$ cat src/rtl/store_split_sequencer_pkg.sv
// Shared definitions for the store split sequencer: store funct3 codes,
// FSM state encoding and funct3 decode helpers.
package store_split_sequencer_pkg;

    // Store width codes, identical to FNC_SB/FNC_SH/FNC_SW in opcode.vh
    localparam logic [2:0] FNC_SB = 3'b000;
    localparam logic [2:0] FNC_SH = 3'b001;
    localparam logic [2:0] FNC_SW = 3'b010;

    typedef enum logic [1:0] {
        ST_IDLE  = 2'd0,
        ST_BEAT0 = 2'd1,
        ST_BEAT1 = 2'd2
    } state_e;

    function automatic logic store_legal(input logic [2:0] f);
        return (f == FNC_SB) || (f == FNC_SH) || (f == FNC_SW);
    endfunction

    // Access size in bytes (1, 2 or 4); 0 for an illegal code.
    function automatic logic [2:0] store_bytes(input logic [2:0] f);
        logic [2:0] n;
        case (f)
            FNC_SB:  n = 3'd1;
            FNC_SH:  n = 3'd2;
            FNC_SW:  n = 3'd4;
            default: n = 3'd0;
        endcase
        return n;
    endfunction

endpackage

$ cat src/rtl/store_lane_shift.sv
// Places store data and byte enables into word lanes for the first or
// second beat of a (possibly word-crossing) store.
module store_lane_shift (
    input  logic [1:0]  off_i,
    input  logic [2:0]  nbytes_i,
    input  logic        beat1_i,
    input  logic [31:0] data_i,
    output logic [3:0]  wbe_o,
    output logic [31:0] din_o
);
    logic [3:0]  mask;
    logic [7:0]  mask_up;
    logic [2:0]  back;
    logic [31:0] din_raw;

    always_comb begin
        case (nbytes_i)
            3'd4:    mask = 4'b1111;
            3'd2:    mask = 4'b0011;
            3'd1:    mask = 4'b0001;
            default: mask = 4'b0000;
        endcase
        mask_up = {4'b0000, mask} << off_i;
        back    = 3'd4 - {1'b0, off_i};
        if (beat1_i) begin
            wbe_o   = mask >> back;
            din_raw = data_i >> {back, 3'b000};
        end else begin
            wbe_o   = mask_up[3:0];
            din_raw = data_i << {off_i, 3'b000};
        end
        // Zero every lane that is not written so stale rs2 bits never leak out
        din_o = din_raw & {{8{wbe_o[3]}}, {8{wbe_o[2]}}, {8{wbe_o[1]}}, {8{wbe_o[0]}}};
    end

endmodule

$ cat src/rtl/store_split_sequencer.sv
// Turns SB/SH/SW requests into one or two word-aligned byte-masked write
// beats on the data-memory port, with registered outputs and event counters.
module store_split_sequencer
    import store_split_sequencer_pkg::*;
#(
    parameter int ADDR_W = 32
) (
    input  logic              clk,
    input  logic              rst,
    input  logic              req_valid,
    output logic              req_ready,
    input  logic [2:0]        req_funct3,
    input  logic [ADDR_W-1:0] req_addr,
    input  logic [31:0]       req_data,
    output logic              mem_en,
    input  logic              mem_gnt,
    output logic [ADDR_W-1:0] mem_addr,
    output logic [3:0]        mem_wbe,
    output logic [31:0]       mem_din,
    output logic              illegal_store,
    output logic [31:0]       store_count,
    output logic [31:0]       split_count
);
    state_e            state_q, state_d;
    logic [1:0]        off_q, off_d;
    logic [2:0]        n_q, n_d;
    logic [31:0]       data_q, data_d;
    logic              split_q, split_d;
    logic              mem_en_q, mem_en_d;
    logic [ADDR_W-1:0] mem_addr_q, mem_addr_d;
    logic [3:0]        mem_wbe_q, mem_wbe_d;
    logic [31:0]       mem_din_q, mem_din_d;
    logic              illegal_q, illegal_d;
    logic [31:0]       store_cnt_q, store_cnt_d;
    logic [31:0]       split_cnt_q, split_cnt_d;

    logic              final_beat, accept, load, complete, to_beat1;
    logic [2:0]        req_n;
    logic [1:0]        sh_off;
    logic [2:0]        sh_n;
    logic [31:0]       sh_data;
    logic [3:0]        sh_wbe;
    logic [31:0]       sh_din;

    // One shifter serves both a freshly accepted request (beat 0) and the
    // latched request advancing to its second beat.
    store_lane_shift u_shift (
        .off_i    (sh_off),
        .nbytes_i (sh_n),
        .beat1_i  (!load),
        .data_i   (sh_data),
        .wbe_o    (sh_wbe),
        .din_o    (sh_din)
    );

    always_comb begin
        state_d     = state_q;
        off_d       = off_q;
        n_d         = n_q;
        data_d      = data_q;
        split_d     = split_q;
        mem_en_d    = mem_en_q;
        mem_addr_d  = mem_addr_q;
        mem_wbe_d   = mem_wbe_q;
        mem_din_d   = mem_din_q;
        store_cnt_d = store_cnt_q;
        split_cnt_d = split_cnt_q;

        req_n      = store_bytes(req_funct3);
        final_beat = (state_q == ST_BEAT1) || ((state_q == ST_BEAT0) && !split_q);
        complete   = final_beat && mem_gnt;
        to_beat1   = (state_q == ST_BEAT0) && split_q && mem_gnt;
        req_ready  = (state_q == ST_IDLE) || complete;
        accept     = req_valid && req_ready;
        load       = accept && store_legal(req_funct3);
        illegal_d  = accept && !store_legal(req_funct3);

        sh_off  = load ? req_addr[1:0] : off_q;
        sh_n    = load ? req_n         : n_q;
        sh_data = load ? req_data      : data_q;

        if (complete) begin
            store_cnt_d = store_cnt_q + 32'd1;
            if (split_q)
                split_cnt_d = split_cnt_q + 32'd1;
        end

        if (load) begin
            state_d    = ST_BEAT0;
            off_d      = req_addr[1:0];
            n_d        = req_n;
            data_d     = req_data;
            split_d    = ({2'b00, req_addr[1:0]} + {1'b0, req_n}) > 4'd4;
            mem_en_d   = 1'b1;
            mem_addr_d = {req_addr[ADDR_W-1:2], 2'b00};
            mem_wbe_d  = sh_wbe;
            mem_din_d  = sh_din;
        end else if (to_beat1) begin
            state_d    = ST_BEAT1;
            mem_addr_d = mem_addr_q + ADDR_W'(4);
            mem_wbe_d  = sh_wbe;
            mem_din_d  = sh_din;
        end else if (complete) begin
            state_d    = ST_IDLE;
            mem_en_d   = 1'b0;
            mem_addr_d = '0;
            mem_wbe_d  = 4'b0000;
            mem_din_d  = 32'd0;
        end
    end

    always_ff @(posedge clk) begin
        if (rst) begin
            state_q     <= ST_IDLE;
            off_q       <= 2'd0;
            n_q         <= 3'd0;
            data_q      <= 32'd0;
            split_q     <= 1'b0;
            mem_en_q    <= 1'b0;
            mem_addr_q  <= '0;
            mem_wbe_q   <= 4'b0000;
            mem_din_q   <= 32'd0;
            illegal_q   <= 1'b0;
            store_cnt_q <= 32'd0;
            split_cnt_q <= 32'd0;
        end else begin
            state_q     <= state_d;
            off_q       <= off_d;
            n_q         <= n_d;
            data_q      <= data_d;
            split_q     <= split_d;
            mem_en_q    <= mem_en_d;
            mem_addr_q  <= mem_addr_d;
            mem_wbe_q   <= mem_wbe_d;
            mem_din_q   <= mem_din_d;
            illegal_q   <= illegal_d;
            store_cnt_q <= store_cnt_d;
            split_cnt_q <= split_cnt_d;
        end
    end

    assign mem_en        = mem_en_q;
    assign mem_addr      = mem_addr_q;
    assign mem_wbe       = mem_wbe_q;
    assign mem_din       = mem_din_q;
    assign illegal_store = illegal_q;
    assign store_count   = store_cnt_q;
    assign split_count   = split_cnt_q;

endmodule

$ cat config.mk
export PLATFORM = sky130hd
export DESIGN_NAME = store_split_sequencer
export DESIGN_NICKNAME = d
export VERILOG_FILES = /design/src/rtl/store_split_sequencer_pkg.sv /design/src/rtl/store_lane_shift.sv /design/src/rtl/store_split_sequencer.sv
export SDC_FILE = /design/constraint.sdc
export NUM_CORES = 1
export LEC_CHECK = 0
export CELL_PAD_IN_SITES_DETAIL_PLACEMENT = 0
export CELL_PAD_IN_SITES_GLOBAL_PLACEMENT = 2
export CORE_ASPECT_RATIO = 0.6
export CORE_MARGIN = 2
export CORE_UTILIZATION = 32
export CTS_BUF_LIST = sky130_fd_sc_hd__clkbuf_8
export DETAILED_ROUTE_END_ITERATION = 8
export PLACE_DENSITY_LB_ADDON = 0.1
export SYNTH_ARGS = -nofsm -noshare
export SYNTH_HDL_FRONTEND = slang
export SYNTH_SLANG_ARGS = --single-unit
$ cat constraint.sdc
create_clock -name clk -period 7.1 [get_ports clk]
set_clock_uncertainty 0.15 [all_clocks]
set_input_delay 1.42 -clock clk [delete_from_list [all_inputs] [get_ports clk]]
set_output_delay 1.42 -clock clk [all_outputs]
set_load 0.02 [all_outputs]
==> flow_results.org <==
** CTS
- Clock Pin Slew Worst Setup and Hold Paths :: 0.09 ns
- The number of hold buffers added after CTS was 0.
- Number of CTS-inserted buffers :: 17
- Clk Latency, worst-skew pair :: 0.49 ns
- The clock passes through at most 2 buffers.
- H-tree level count :: 4
- Setup bufs post-CTS :: 0
- Cells resized by post-CTS repair :: 0
- Clock tree synthesis found a total of about 170 sinks.
- TritonCTS built the clock tree.
- Clock root buffer :: clkbuf_8

** Drt
- Once detail routing completed, the nets flagged for antenna violations numbered 0.
- Total vias in the final route :: 8,764
- After detailed routing, the average wire length per cell comes to 19.88 µm.
- First drt pass iteration count :: 5
- Summed over all layers, the routed wires come to 32,820 µm.
- Dividing the detail-routed via count by the number of cells gives 5.308.
- Initial DRC Count :: 672
- After detailed routing, the number of remaining DRC violations is 0.

** Timing
- For the final routed database, the setup TNS stands at 0 ns.
- Setup slack closes at 1.966 ns.
- After layout, the minimum clock period comes to 5.134 ns.
- Worst Max-Slew Pin Slew :: 1.023 ns
- Final-report setup violation count :: 0
- Post-route fraction of the period consumed by the critical path :: 72.30%
- Setup repair after global routing missed its margin :: no
- In this run the tightest slew margin relative to its limit is 31.28%.
- Highest clock rate :: 0.1948 GHz
- Max Slew Vio Count :: 0
- The hold violation count in the final report is 0.

** Worst setup path
- Among all stages on the critical path, the largest delay is contributed by clkdlybuf4s50_1.
- The worst setup path is of the input pin to flip-flop kind.
- Worst reg2reg endpoint :: mem_din[27]
- Across all register-to-register paths, the minimum setup slack is 3.04 ns.
- STA classifies the critical path endpoint as a flip-flop.
- Traced cell by cell, the critical path runs through clkdlybuf4s50_1 > and4bb_2 > a21o_1 > nand2_2 > mux2i_1 > ha_1 > buf_4 > nor2_1 > nand2_1 > o21ai_0 > a21oi_2 > o31ai_1.
- Nature of the critical path startpoint :: input pin
- The worst register-to-register path begins at state_q[1].
- The critical path contains buffers and inverters numbering 2 combined.
- Data on the critical path arrives at its endpoint at 5.38 ns.
- Of all nets on the critical path, the largest fanout is 26.
- Grouping stages by cell kind, the critical path spends the most delay in compound AO/OA/AOI/OAI gates.
- Measured in cells, the most critical reg-to-reg path has a length of 11.
- The largest single stage delay on the critical path is 0.59 ns.
- Data on the critical path is required at its endpoint by 7.35 ns.

** Placed design
- In this run, placement finished with an instance count of 1,618.
- The wire-length estimate of the detail-placed layout is 23,530 µm.
- Routability cong. :: 0.8321
- In this run the tool buffered the top-level ports with 205 buffer cells.
- At the placement stage, the worst setup path has a slack of 1.499 ns.

** Yosys
- Post-synthesis share of cell area spent on and, or, nand and nor gates :: 24.63%
- Total nets after synthesis :: 1,183
- Summing the areas of all fa, ha and maj instances in the mapped netlist gives 1.077% of the synthesized area.
- Portion of netlist area occupied by mux cells :: 6.009%
- Sequential area share after synthesis :: between 30% and 40%
- The mapped netlist covers roughly 0.009 mm².
- Count of flip-flops with a built-in enable after synthesis :: 0
- Synthesis handed over a netlist of around 1,100 instances.
- For this run, the number of Yosys warnings is 0.
- Post-synthesis share of cell area spent on xor and xnor gates :: 5.556%
- Among all flip-flop cells after synthesis, the most frequent one is dfxtp_1.
- Number of distinct library cells after synthesis :: between 50 and 60
- Average cell area after synthesis :: 7.990 µm²
- Synth Area in Compound Gates :: 19.49%
- Post-synthesis sequential element count :: 174
- Share of synthesized registers carrying an async set or reset :: 0%
- Dominant combinational cell family by area after synthesis :: simple AND/OR/NAND/NOR gates

** Die
- Width of the chip :: 218.4 µm
- 206 I/O pins were placed.
- The die is 132.7 µm tall.
- Core ar. :: 0.02735 mm²
- After floorplanning, the core was divided into 47 placement rows.
- Area enclosed by the die boundary :: 0.02898 mm²
- Starting Density :: about 32%

** Worst hold path
- Hold Path Sink :: data_q[7]
- Hold Path Cell Cnt :: 2
- Worst Hold Launch :: data_q[7]
- Hold Path Class :: flip-flop to flip-flop

** GRT
- The number of antenna violations at the first check in global routing was 1.
- Pin count of the biggest net entering global routing :: ~120
- The first global-routing pass estimated 49,250 µm of wire.
- Via count of the first global-routing pass :: 7,831
- The total overflow left after global routing is 0.
- Global-route usage over all layers :: between 20% and 30%

** Power
- Static leakage :: roughly 3.9 nW
- IR analysis of the VDD net gives a maximum drop of 0.1280 mV.
- For this design the ratio of total power to cell area is 189.4 mW/mm².

** Outcome
- Outcome :: completed

** Job
- The tool flagged a number of max-cap violations equal to 0.

** Finish
- Fraction of layout cells with a size suffix above 1 :: slightly above 5%
- Layout overhead on the synthesized area :: 31.59%
- Leaving out filler cells and counting taps, the final layout contains ~1,700.
- Count of nets after finishing :: 1,348
worst reg2reg max path, stage by stage, from the launching register on:
cell	delay [ns]
dfxtp_1	0.47
and4bb_2	0.28
a21o_1	0.32
nand2_2	0.41
mux2i_1	0.37
ha_1	0.28
buf_4	0.26
nor2_1	0.28
nand2_1	0.29
o21ai_0	0.34
a21oi_2	0.22
o31ai_1	0.31
cells in the final DEF, fill, tap and decap left out, types with 9 or more instances in the layout:
cell type          n
a21oi_1          149
a221oi_1          10
a222oi_1           9
a22o_1             9
and3_1            20
buf_4             13
clkbuf_8          19
clkdlybuf4s50_1  203
dfxtp_1          174
inv_1             16
mux2i_1           44
nand2_1          135
nand3_1           31
nand3b_1          28
nand4_1           17
nor2_1           124
nor3_1            19
nor3b_1            9
o21ai_0           53
o22ai_1           10
o41ai_1           16
or3_1             17
xnor2_1           26
xor2_1            30
stage by stage:
step           instance area, µm²  hold slack (ns)  total power [mW]  utilization [%]
2_1_floorplan                8828           0.2861             1.248                -
3_3_place_gp                11160           0.2967             1.404            40.80
3_5_place_dp                11160           0.3014             1.403            40.80
4_1_cts                     11610           0.3167             2.228            42.48
5_1_grt                     11610           0.3290             2.306            42.48
6_report                    11620           0.3153             2.201            42.48
how the worst max path moves through the flow:
stage | depth (start not counted) | startpoint | slack, ns | endpoint
floorplan | 12 | req_valid | 2.67 | mem_din[3]
global placement | 12 | mem_gnt | 1.61 | mem_din[29]
detailed placement | 12 | mem_gnt | 1.50 | mem_din[26]
CTS | 12 | mem_gnt | 2.05 | mem_din[27]
global route | 12 | mem_gnt | 1.62 | mem_din[27]
finish | 12 | mem_gnt | 1.97 | mem_din[27]
kinds of logic (layout without fill, tap and decap cells):
logic type	after synthesis	after routing
other	0	1
AO/OA/AOI/OAI	289	289
adder cells (fa/ha/maj)	7	7
buffers and inverters	85	263
AND/OR/NAND/NOR	442	442
XOR/XNOR	56	56
multiplexers	52	52
flip-flops	174	174
metal layers:
layer  track usage, %  share of wire (%)  vias up
li1                 -                  -     4301
met1            36.81                 55     4206
met2            28.38                 39      238
met3            5.379                6.2       19
met4            4.082               0.66        0
met5                0                  0        -
sequential cells by signal (all words and copies together) (netlist names):
register / cells
illegal_store: 1
off_q: 2
mem_din: 32
store_count: 32
n_q: 3
mem_wbe: 4
split_count: 32
mem_en: 1
split_q: 1
data_q: 32
state_q: 2
mem_addr: 32
area by class of cell:
| cell class | instances | area [µm²] |
|---|---|---|
| antenna | 1 | 2.502 |
| clock buffer | 19 | 261.5 |
| clock inverter | 13 | 196.4 |
| fill | 2848 | 15730 |
| inverter | 13 | 48.80 |
| multi-input combinational | 846 | 5020 |
| sequential | 174 | 3483 |
| tap | 367 | 459.2 |
| timing repair buffer | 218 | 2146 |
report_power, final:
part / switching, mW / leakage (nW) / total, mW / internal, mW
Clock: 0.383 / 0.228 / 0.816 / 0.433
Sequential: 0.0309 / 1.41 / 1.03 / 1.00
Combinational: 0.216 / 2.30 / 0.354 / 0.138
Total: 0.630 / 3.94 / 2.20 / 1.57
synthesized netlist by cell type, types with 16 or more instances:
master	instances	area [µm²]
a21oi_1	149	745.7
and3_1	20	125.1
clkbuf_1	58	217.7
dfxtp_1	174	3483
mux2i_1	44	440.4
nand2_1	135	506.7
nand3_1	31	155.2
nand3b_1	28	210.2
nand4_1	17	106.4
nor2_1	124	465.5
nor3_1	19	95.09
o21ai_0	53	265.3
o41ai_1	16	140.1
or3_1	17	106.4
xnor2_1	26	227.7
xor2_1	30	262.8
No activity file was read; power rests on OpenSTA's default activity.
